**src/rtl/gray_codec_pipe.sv**
```systemverilog
// Pipelined binary<->Gray converter with per-word mode and valid/ready on both sides.
// Optional Gray step checker enabled by defining GRAY_CODEC_STEP_CHECK_EN.
module gray_codec_pipe #(
  parameter int WIDTH  = 8,
  parameter int STAGES = 2
) (
  input  logic             clk,
  input  logic             rst_n,
  input  logic             EN,
  input  logic             in_valid,
  output logic             in_ready,
  input  logic [WIDTH-1:0] in_data,
  input  logic             gray_n,
  output logic             out_valid,
  input  logic             out_ready,
  output logic [WIDTH-1:0] out_data,
  output logic             out_gray_n,
  output logic             step_err
);

  localparam int CHUNK = (WIDTH + STAGES - 1) / STAGES;
  localparam int LAST  = STAGES - 1;

  logic [STAGES-1:0] r_vld;
  logic [WIDTH-1:0]  r_data [STAGES];
  logic [STAGES-1:0] r_mode;
  logic [STAGES-1:0] r_err;

  logic [STAGES-1:0] w_rdy;
  logic [STAGES-1:0] w_src_vld;
  logic [WIDTH-1:0]  w_src_data [STAGES];
  logic [STAGES-1:0] w_src_mode;
  logic [STAGES-1:0] w_src_err;
  logic              w_step_err_in;

  // Stage k resolves its slice of Gray bits MSB-first; bits above the slice are already binary,
  // so the resolved carry travels inside the word itself.
  function automatic logic [WIDTH-1:0] f_resolve(input logic [WIDTH-1:0] x, input int k);
    logic [WIDTH-1:0] r;
    int hi;
    int lo;
    r  = x;
    hi = WIDTH - 1 - k * CHUNK;
    lo = (k == LAST) ? 0 : WIDTH - (k + 1) * CHUNK;
    if (lo < 0) lo = 0;
    for (int i = WIDTH - 2; i >= 0; i--) begin
      if (i <= hi && i >= lo) r[i] = r[i+1] ^ r[i];
    end
    return r;
  endfunction

`ifdef GRAY_CODEC_STEP_CHECK_EN
  logic [WIDTH-1:0] r_hist;
  logic             r_hist_vld;
  logic             w_in_fire;
  logic [WIDTH-1:0] w_diff;

  assign w_in_fire     = in_valid && in_ready;
  assign w_diff        = in_data ^ r_hist;
  assign w_step_err_in = gray_n && r_hist_vld && ($countones(w_diff) != 1);

  always_ff @(posedge clk) begin
    if (!rst_n) begin
      r_hist     <= '0;
      r_hist_vld <= 1'b0;
    end else if (w_in_fire) begin
      if (gray_n) r_hist <= in_data;
      r_hist_vld <= gray_n;
    end
  end
`else
  assign w_step_err_in = 1'b0;
`endif

  // A stage may load when it, or any stage below it, holds a bubble, or the output drains.
  always_comb begin
    logic hole;
    hole  = 1'b0;
    w_rdy = '0;
    for (int k = LAST; k >= 0; k--) begin
      hole     = hole | ~r_vld[k];
      w_rdy[k] = EN && (out_ready || hole);
    end
  end

  always_comb begin
    w_src_vld     = '0;
    w_src_mode    = '0;
    w_src_err     = '0;
    w_src_vld[0]  = in_valid;
    w_src_mode[0] = gray_n;
    w_src_err[0]  = w_step_err_in;
    w_src_data[0] = gray_n ? f_resolve(in_data, 0) : (in_data ^ (in_data >> 1));
    for (int k = 1; k < STAGES; k++) begin
      w_src_vld[k]  = r_vld[k-1];
      w_src_mode[k] = r_mode[k-1];
      w_src_err[k]  = r_err[k-1];
      w_src_data[k] = r_mode[k-1] ? f_resolve(r_data[k-1], k) : r_data[k-1];
    end
  end

  always_ff @(posedge clk) begin
    if (!rst_n) begin
      r_vld  <= '0;
      r_mode <= '0;
      r_err  <= '0;
      for (int k = 0; k < STAGES; k++) r_data[k] <= '0;
    end else begin
      for (int k = 0; k < STAGES; k++) begin
        if (w_rdy[k]) begin
          r_vld[k] <= w_src_vld[k];
          // Bubbles leave data untouched so an emptied output keeps its last word.
          if (w_src_vld[k]) begin
            r_data[k] <= w_src_data[k];
            r_mode[k] <= w_src_mode[k];
            r_err[k]  <= w_src_err[k];
          end
        end
      end
    end
  end

  assign in_ready   = w_rdy[0];
  assign out_valid  = EN && r_vld[LAST];
  assign out_data   = r_data[LAST];
  assign out_gray_n = r_mode[LAST];
  assign step_err   = out_valid && r_err[LAST];

endmodule

```
**config.mk**
```make
export PLATFORM = sky130hd
export DESIGN_NAME = gray_codec_pipe
export DESIGN_NICKNAME = d
export VERILOG_FILES = /design/src/rtl/gray_codec_pipe.sv
export SDC_FILE = /design/constraint.sdc
export NUM_CORES = 1
export LEC_CHECK = 0
export BUFFER_PORTS_ARGS = -buffer_cell sky130_fd_sc_hd__buf_2
export CELL_PAD_IN_SITES_DETAIL_PLACEMENT = 0
export CELL_PAD_IN_SITES_GLOBAL_PLACEMENT = 2
export CORE_ASPECT_RATIO = 1.2
export CORE_MARGIN = 1.5
export CORE_UTILIZATION = 29
export DETAILED_ROUTE_END_ITERATION = 16
export HOLD_SLACK_MARGIN = 0.05
export PLACE_DENSITY_LB_ADDON = 0.12
export SYNTH_ARGS = -nofsm -noshare
export SYNTH_HDL_FRONTEND = slang
export SYNTH_SLANG_ARGS = --single-unit
```
**constraint.sdc**
```tcl
create_clock -name clk -period 1.4 [get_ports clk]
set_input_delay 0.28 -clock clk [delete_from_list [all_inputs] [get_ports clk]]
set_output_delay 0.28 -clock clk [all_outputs]
set_load 0.01 [all_outputs]
```
Word level (Yosys, flattened, before mapping)
Memory sizes are Yosys's and may differ from the RTL's.
Cells that the tools add are included.
- register bits: 4
- memory bits (writable): 16
- input port bits: 14
- output and inout port bits: 12
- logic and storage cells: 38
- memories: 1
- memories (name ; words ; bits a word ; read ports ; clocked after memory_dff ; write ports ; line ; source):
    r_data ; 2 ; 8 ; 2 ; 0 ; 2 ; 25 ; logic [WIDTH-1:0] r_data [STAGES];
- multiplexer cells: 13
- bitwise operators: 13
- reduce and logical (&&, ||, !) cells: 7
- operator list (cell ; count):
    8-bit two-way mux ; 3
    1-bit two-way mux ; 9
    8-bit by 7-bit bitwise XOR with 8-bit output ; 1
    1-bit bitwise XOR ; 7
    4-bit two-way mux ; 1
    2-bit AND reduction ; 2
    1-bit logical AND ; 3
    1-bit OR ; 3
    1-bit logical OR ; 2
    1-bit NOT ; 2

Depth between registers and ports, before layout
Gate-level depths: netlist of the first run.
- word-level depth: 8
- depth in mapped cells: 4
- depth with buffers taken out: 4

Worst setup path after synthesis of the first run
Ideal clock, no wire load.
- path type: reg2reg
- start point: register r_vld[0]
- end point: memory r_data[0][0], enable pin
- library setup time: 384 ps
- data arrival time: 1166 ps
- data required time: 1016 ps
- setup slack: -150 ps
- cell stages (with the launch flop): 3
- path through: dfxtp_1 > and3b_1 > o21ai_0
- RTL lines (what ; line ; source):
    start: declaration ; 24 ; logic [STAGES-1:0] r_vld;
    start signal: indexed assignment ; 111 ; r_vld[k] <= w_src_vld[k];
    end: declaration ; 25 ;

Worst setup path after layout of the first run
- start point: register r_vld[1]
- end point: output port in_ready
- word-level cells in the longest chain between the ends: 4
- RTL lines (what ; line ; source):
    1-bit NOT ; 81 ; hole = hole | ~r_vld[k];
    1-bit OR ; 81 ;
    1-bit logical OR ; 82 ; w_rdy[k] = EN && (out_ready || hole);
    1-bit logical AND ; 82 ;
    end: declaration ; 11 ; output logic in_ready,
No other way between the ends.

==> results of run 1 <==
-- kinds of logic after synthesis --
kind of cell / after synthesis
AND/OR/NAND/NOR: 41
flip-flops: 20
buffers and inverters: 13
multiplexers: 3
other: 1
AO/OA/AOI/OAI: 6
XOR/XNOR: 13
-- final cells by class --
type                    count  share of cell area [%]
clock buffers               3                   3.330
clock inverters             1                   2.422
inverters                   2                  0.6054
multi-input cells          64                   32.49
flip-flops and latches     20                   45.31
well taps                  37                   3.734
repair buffers             28                   12.11
-- worst register-to-register path, delay by kind of cell (launching register included) --
kind             cells  cell delay (ns)
AND/OR/NAND/NOR      1             0.04
XOR/XNOR             2             0.43
flip-flops           1             0.42
AO/OA/AOI/OAI        1             0.16
-- per-stage QoR --
stage          utilization [%]  instance area [sq um]
2_1_floorplan                -                   1046
3_3_place_gp             34.34                   1166
3_5_place_dp             34.34                   1166
4_1_cts                  36.44                   1237
5_1_grt                  36.51                   1240
6_report                 36.51                   1240
-- cells in the mapped netlist (all sizes together) --
master and number:
nand4 1, clkbuf 1, buf 10, nand2b 1
nand3 1, or2 1, nor2b 8, a211o 1
nor3 1, and2 6, o21ai 2, o211ai 1
a21boi 1, xor2 3, and3b 1, nor2 11
mux2i 3, edfxtp 16, xnor2 10, a22oi 1
nand2 9, conb 1, nor3b 1, dfxtp 4
inv 2
-- routing by layer --
metal | share of wire (%) | track usage (%) | up-vias
met1 | 45 | 10.80 | 281
li1 | - | - | 354
met5 | 0 | 0 | -
met2 | 49 | 16.76 | 18
met3 | 4.3 | 2.239 | 2
met4 | 2.1 | 6.105 | 0
-- report_power, final --
group          leakage (nW)  total (mW)  internal, mW  switching, mW
clock network        0.0357       0.565         0.381          0.184
registers             0.202       0.697         0.680         0.0167
logic                 0.280       0.171        0.0826         0.0881
-- worst paths after layout --
| path | from | to | cells past startpoint | slack (ns) |
|---|---|---|---|---|
| worst max-delay path | r_vld[1] | in_ready | 3 | 0.06 |
| worst min-delay path | in_valid | r_vld[0] | 3 | 0.34 |
| worst max register to register | r_data[0][3] | r_data[0][8] | 4 | 0.11 |
| worst min register to register | r_vld[0] | r_vld[0] | 2 | 0.50 |
-- layout by cell type, fill, tap and decap left out --
cell type,Yosys,layout
bufinv_16,0,1
nand2b_1,1,1
nor3b_2,1,1
edfxtp_1,16,16
nand3_1,1,1
and3b_2,0,1
a211o_1,1,1
o21ai_0,2,1
nor2b_1,8,8
buf_2,1,24
xor2_1,3,3
a22oi_1,1,1
nand2_1,9,9
nor2_1,11,11
buf_4,9,4
clkbuf_8,0,3
o211ai_1,1,1
dfxtp_2,0,1
dfxtp_1,4,3
nor3_1,1,1
inv_1,2,2
a21boi_0,1,1
xnor2_1,10,10
mux2i_1,3,3
o21ai_1,0,1
or2_1,1,1
and2_1,6,6
conb_1,1,1
nand4_1,1,1
-- flip-flops by register name, indices dropped and copies added, names as in the netlist --
name and flops:
r_data 16, r_mode 2, r_vld 2
==> impl_metrics.yaml, run 1 <==
synth:
  synth.area.top_cells: "edfxtp_1 46%, xnor2_1 8.4%, dfxtp_1 7.7%"
  synthAdderAreaFrac_pct: 0
  synth_top_family_by_area: "simple AND/OR/NAND/NOR gates"
  synthXorXnorAreaFrac_pct: 10.89
  synth_compound_area_share_pct: 3.947
  avgSynthCellArea_sq_um: 10.78
  ys_ff_latch: 20
  yosysTopAreaCell: "edfxtp_1"
  synthCells: 97
  yosysUniqueCellTypes: 26
  synth-simple-area-share_pct: 20.33
  syn-num-nets: 111
  syn_area_sq_mm: 0.001046
  yosysTopAreaCellShare_pct: 45.93
  ys_warn_count: 0
  seq_area_frac_synth_pct: 53.59
  muxShareOfSynthArea_pct: 2.871
timing:
  fin_worst_skew_ns: 0.001101
  rsz0062_at_grt: "false"
  max_freq_mhz: 746.5
  finalHoldViolCount: 0
  finalSetupViolations: 0
  setup_tns_ns: 0
  setup_ws_ns: 0.06041
  maxSlewViolCount: 0
  min_period_ns: 1.340
  period_share_pct: 95.69
  timing.hold.ws_ns: 0.3384
grt:
  grt_pass1_wl_um: 2877
  antenna_found_initial: 0
  grt_max_degree: 13
  first_global_vias: 665
  grtUsageTotal_pct: 9.702
  gr-total-overflow: 0
cts:
  hold_buffers: 0
  clockBufferDepth: 2
  clkTransAtPathRegs_ns: 0.07
  clk_latency_ns: 0.25
  clock-sinks: 20
  numCtsBuffers: 3
  cts_tree: "built"
  cts_root_buffer: "clkbuf_8"
  htree_levels: 1
  post-cts-setup-buffer-count: 0
  post_cts_resized: 0
routing:
  postRouteAntennaNets: 0
  wl_per_cell_um: 10.06
  vias: 655
  wl_um: 1560
  drt_iter0_drc: 13
  viasPerCell: 4.226
  drc: 4
  first_pass_iters: 9
critical_path:
  cp_max_fo: 5
  crit_buf_inv: 1
  startpoint_type: "register"
  slowest_delay_ns: 0.33
  crit_required_ns: 1.12
  end_kind: "primary output"
  crit_slowest_cell: "dfxtp_1"
  critPathKind: "reg2out"
  crit_path_cell_trace: "and3b_2 -> nor2b_1 -> buf_2"
  cpLargestDelayFamily: "simple AND/OR/NAND/NOR gates"
  worstPathArrival_ns: 1.06
place:
  portBuffers: 24
  dp.cells: 151
  pre_cts_slack_ns: 0.07560
  hpwl_um: 1276
  routabilityCongestion: 0.6943
cells_and_area:
  multi_input_area_sq_um: 402.9
  fillers: 351
  syn2layout_area_growth_pct: 18.54
  n_antenna_cell: 0
  seqCellArea_sq_um: 561.8
  drive_gt1_share_pct: 29.66
  num-nets-final: 133
  stdcell_count: 155
floorplanning:
  num_rows: 23
  initial_utilization_pct: 30.80
  ios: 26
  die_x_um: 57.83
  die-area_sq_mm: 0.003978
  die_y_um: 68.79
  coreArea_sq_mm: 0.003396
power_and_ir_drop:
  p_per_area_mw_per_mm2: 1156
  power_mw: 1.433
  p_leak_nw: 0.5170
  ir_drop_v: 0.0003977
outcome:
  violations: "DRC"
  status: "finished with violations"
hold_path:
  hold_class: "in2reg"
job:
  drv_cap: 0
Power figures use the tool's default switching activity.
==> run 2, diff against run 1 <==
Settings changed: CORE_UTILIZATION 29 to 34.
Clock period 1.4 ns to 1.7 ns, I/O delays scaled along.
==> run 2 against run 1 <==
  * The flow now finishes without violations
  * Register-to-register slack better by 0.13 ns
  * Cell count shrank 3.9%
  * Non-clock buffer count down 3
  * Core utilization increased by 5.1 points
  * Combinational power shrank 20%
  * Clock skew rose by 0.0014 ns
  * Routed wire length shrank 8.7%
  * Sequential share of layout area is 1.7 points higher
  * Critical path depth did not move
==> impl_metrics.yaml, run 2 (synthesis results as in run 1) <==
outcome:
  status: "finished clean"
critical_path:
  critPathKind: "reg2out"
  cpLargestDelayFamily: "flip-flops"
  rrSetupSlack_ns: 0.24
  crit_required_ns: 1.36
  crit_path_cell_trace: "and3b_1 -> nor2b_1 -> buf_2"
  cp_max_fo: 5
  end_kind: "primary output"
  startpoint_type: "register"
  reg2reg_to: "r_data[0][8]"
  crit_slowest_cell: "dfxtp_1"
  worstPathArrival_ns: 1.14
  slowest_delay_ns: 0.40
  timing.rr.start: "r_vld[0]"
  r2r_cells: 4
  crit_buf_inv: 1
cts:
  clkTransAtPathRegs_ns: 0.11
  hold_buffers: 0
  htree_levels: 1
  post-cts-setup-buffer-count: 0
  clock-sinks: 20
  cts_tree: "built"
  cts_root_buffer: "clkbuf_4"
  clockBufferDepth: 2
  post_cts_resized: 0
  numCtsBuffers: 3
  clk_latency_ns: 0.30
routing:
  postRouteAntennaNets: 0
  drc: 0
  wl_per_cell_um: 9.564
  first_pass_iters: 4
  wl_um: 1425
  vias: 670
  viasPerCell: 4.497
  drt_iter0_drc: 8
timing:
  finalSetupViolations: 0
  setup_ws_ns: 0.2200
  rsz0062_at_grt: "false"
  finalHoldViolCount: 0
  setup_tns_ns: 0
  maxSlewViolCount: 0
  timing.hold.ws_ns: 0.3429
  period_share_pct: 87.06
  min_period_ns: 1.480
  max_freq_mhz: 675.7
  fin_worst_skew_ns: 0.002525
cells_and_area:
  drive_gt1_share_pct: 26.09
  n_antenna_cell: 0
  final_core_utilization_pct: 41.63
  largestRegisters: "r_data x16, r_mode x2, r_vld x2"
  stdcell_count: 149
  layout_common_cells: "24 x buf_2, 16 x edfxtp_1, 11 x nor2_1, 10 x xnor2_1, 9 x nand2_1"
  layout_commonest_cell: "buf_2"
  largest_reg_flops: 16
  largest_register: "r_data"
  syn2layout_area_growth_pct: 13.99
  num-nets-final: 130
floorplanning:
  die-area_sq_mm: 0.003420
  coreArea_sq_mm: 0.002864
  die_x_um: 53.64
  die_y_um: 63.76
  initial_utilization_pct: 36.52
  ios: 26
  num_rows: 21
grt:
  grt_max_degree: 13
  grt_pass1_wl_um: 2532
  grt_use_met3_pct: 2.103
  grt.busiest_layer: "met2"
  grtUsageTotal_pct: 10.30
  antenna_found_initial: 0
  first_global_vias: 594
  grtUsageMet1_pct: 12.35
  gr-total-overflow: 0
  met2_usage_pct: 16.20
power_and_ir_drop:
  power_switching_mw: 0.2300
  internal_power_mw: 0.8613
  ir_drop_v: 0.0006581
  p_per_area_mw_per_mm2: 915.2
  clock_power_share_pct: 35.1
  p_leak_nw: 0.4949
  sequentialPowerShare_pct: 52.5
  p_sw_share_pct: 21.07
  comb_power_share_pct: 12.4
hold_path:
  min-delay-start: "rst_n"
  hold_class: "in2reg"
  min_to: "r_mode[0]"
  worstHoldPathCells: 2
place:
  portBuffers: 24
  hpwl_um: 1175
  pre_cts_slack_ns: 0.1490
  dp.cells: 145
  routabilityCongestion: 0.7257
job:
  drv_cap: 0
## run 2: worst register-to-register path, stage by stage (launching register included)
cell     delay, ns
dfxtp_1       0.36
and3b_1       0.21
or2_1         0.39
a211o_1       0.32
nand2_1       0.06
## run 2: how the worst max path moves through the flow
stage,startpoint,to,cells after the start
after floorplan,out_ready,r_data[0][0],2
after global placement,out_ready,r_data[0][8],5
after detailed placement,out_ready,r_data[0][8],5
after CTS,r_vld[0],in_ready,3
after global routing,r_vld[0],r_data[0][8],4
final,r_vld[0],in_ready,3
## run 2: power by group through the flow
stage | registers, mW | clock network (mW) | logic, mW
final | 0.573 | 0.383 | 0.136
after global routing | 0.577 | 0.411 | 0.156
after CTS | 0.574 | 0.394 | 0.138
after detailed placement | 0.585 | 0 | 0.137
after global placement | 0.584 | 0 | 0.136
after floorplan | 0.580 | 0 | 0.106
## run 2: stage by stage
step | power (mW) | cell area [sq um]
floorplan | 0.6868 | 1046
global placement | 0.7198 | 1140
CTS | 1.105 | 1192
finish | 1.091 | 1192
global route | 1.144 | 1192
detailed placement | 0.7227 | 1140
## run 2: routing by layer
| layer | wire length (um) | up-vias |
|---|---|---|
| li1 | - | 348 |
| met1 | 634 | 296 |
| met2 | 668 | 22 |
| met3 | 93 | 4 |
| met4 | 29 | 0 |
| met5 | 0 | - |
## run 2: final cells by class
type                            instances  area (sq um)
Tap cell                               34         42.54
Timing Repair Buffer                   25         127.6
Clock inverter                          1         30.03
Inverter                                2         7.507
Clock buffer                            3         22.52
Fill cell                             303          1672
Sequential cell                        20         560.5
Multi-Input combinational cell         64         401.6
==> run 3, diff against run 2 <==
Settings changed: CTS_BUF_LIST from default to sky130_fd_sc_hd__clkbuf_16, RECOVER_POWER from default to 25.
==> run 3 against run 2 <==
  * Sequential power hardly changed
  * Clock-buffer cell count stayed put
  * Critical path type is now reg2reg
  * Power is 23% higher
==> impl_metrics.yaml, run 3 (synthesis results as in run 1) <==
grt:
  gr-total-overflow: 0
  grt_max_degree: 13
  grt_pass1_wl_um: 2539
  antenna_found_initial: 0
  grtUsageTotal_pct: 10.24
  first_global_vias: 592
cells_and_area:
  drive_gt1_share_pct: 20.00
  num-nets-final: 130
  largest_reg_flops: 16
  largest_register: "r_data"
  syn2layout_area_growth_pct: 18.18
  fillers: 298
  final_cell_area_sq_mm: 0.001236
  n_antenna_cell: 0
  layout_commonest_cell: "buf_2"
  largestRegisters: "r_data x16, r_mode x2, r_vld x2"
  layout_common_cells: "17 x buf_2, 16 x edfxtp_1, 11 x nor2_1, 10 x xnor2_1, 9 x nand2_1"
power_and_ir_drop:
  p_leak_nw: 0.4935
  p_per_area_mw_per_mm2: 1083
  power_mw: 1.338
  ir_drop_v: 0.0005264
critical_path:
  reg2reg_to: "r_data[0][8]"
  slowest_delay_ns: 0.38
  startpoint_type: "register"
  rrSetupSlack_ns: 0.26
  timing.rr.start: "r_vld[1]"
  crit_buf_inv: 0
  worstPathArrival_ns: 1.56
  cpLargestDelayFamily: "simple AND/OR/NAND/NOR gates"
  crit_path_cell_trace: "and3b_1 -> or2_1 -> a211o_1 -> nand2_1"
  cp_max_fo: 11
  critPathKind: "reg2reg"
  crit_required_ns: 1.82
  end_kind: "register"
  crit_slowest_cell: "or2_1"
  r2r_cells: 4
timing:
  maxSlewViolCount: 0
  period_share_pct: 84.77
  min_period_ns: 1.441
  setup_ws_ns: 0.2590
  rsz0062_at_grt: "false"
  fin_worst_skew_ns: 0.003578
  finalSetupViolations: 0
  setup_tns_ns: 0
  finalHoldViolCount: 0
  max_freq_mhz: 693.9
routing:
  postRouteAntennaNets: 0
  first_pass_iters: 3
  wl_per_cell_um: 9.799
  drc: 0
  wl_um: 1460
  drt_iter0_drc: 16
  vias: 658
  viasPerCell: 4.416
place:
  place_area_sq_mm: 0.001140
  routabilityCongestion: 0.7257
  portBuffers: 24
  hpwl_um: 1175
  pre_cts_slack_ns: 0.1490
cts:
  post-cts-setup-buffer-count: 0
  clockBufferDepth: 2
  clk_latency_ns: 0.25
  post_cts_resized: 0
  clkTransAtPathRegs_ns: 0.05
  hold_buffers: 0
  numCtsBuffers: 3
  htree_levels: 1
  clock-sinks: 20
  cts_tree: "built"
  cts_root_buffer: "clkbuf_16"
floorplanning:
  num_rows: 21
  die-area_sq_mm: 0.003420
  die_x_um: 53.64
  initial_utilization_pct: 36.52
  ios: 26
  coreArea_sq_mm: 0.002864
  die_y_um: 63.76
hold_path:
  worstHoldPathCells: 2
  min-delay-start: "rst_n"
  hold_class: "in2reg"
  min_to: "r_mode[0]"
job:
  drv_cap: 0
outcome:
  status: "finished clean"
==> run 3: cell count changes in the layout (fill, tap and decap cells not counted) <==
cell,change
clkbuf_16,+3
clkbuf_4,-3
buf_2,-7
clkbuf_1,+7
==> run 3: where the power goes <==
part / internal, mW / leakage, nW / switching, mW / total [mW]
logic: 0.0614 / 0.241 / 0.0717 / 0.133
clock network: 0.466 / 0.0511 / 0.164 / 0.630
registers: 0.561 / 0.201 / 0.0142 / 0.575
==> run 3: worst max-delay path by stage <==
stage | to | start | depth (start not counted)
finish | r_data[0][8] | r_vld[1] | 4
global route | r_data[0][8] | r_vld[0] | 4
CTS | r_data[0][8] | r_vld[0] | 4
detailed placement | r_data[0][8] | out_ready | 5
global placement | r_data[0][8] | out_ready | 5
floorplan | r_data[0][0] | out_ready | 2
==> run 3: per-layer routing <==
metal | up-vias | global-route usage (%) | wire, um
met4 | 0 | 5.769 | 38
met2 | 20 | 16.20 | 697
li1 | 349 | - | -
met3 | 4 | 2.103 | 91
met1 | 285 | 12.63 | 634
met5 | - | 0 | 0
==> run 3: stage by stage <==
stage,util (%),hold slack [ns],instances
floorplan,-,0.4682,97
global placement,39.80,0.4946,145
detailed placement,39.80,0.5145,145
CTS,43.47,0.3964,149
global route,43.16,0.4018,149
finish,43.16,0.4005,149
==> run 3: cell type report <==
cell class	instances	area [sq um]	share of cell area, %
flip-flops and latches	20	560.5	45.34
inverters	2	7.507	0.6073
repair buffers	25	118.9	9.615
clock inverters	1	30.03	2.429
multi-input cells	64	401.6	32.49
clock buffers	3	75.07	6.073
well taps	34	42.54	3.441
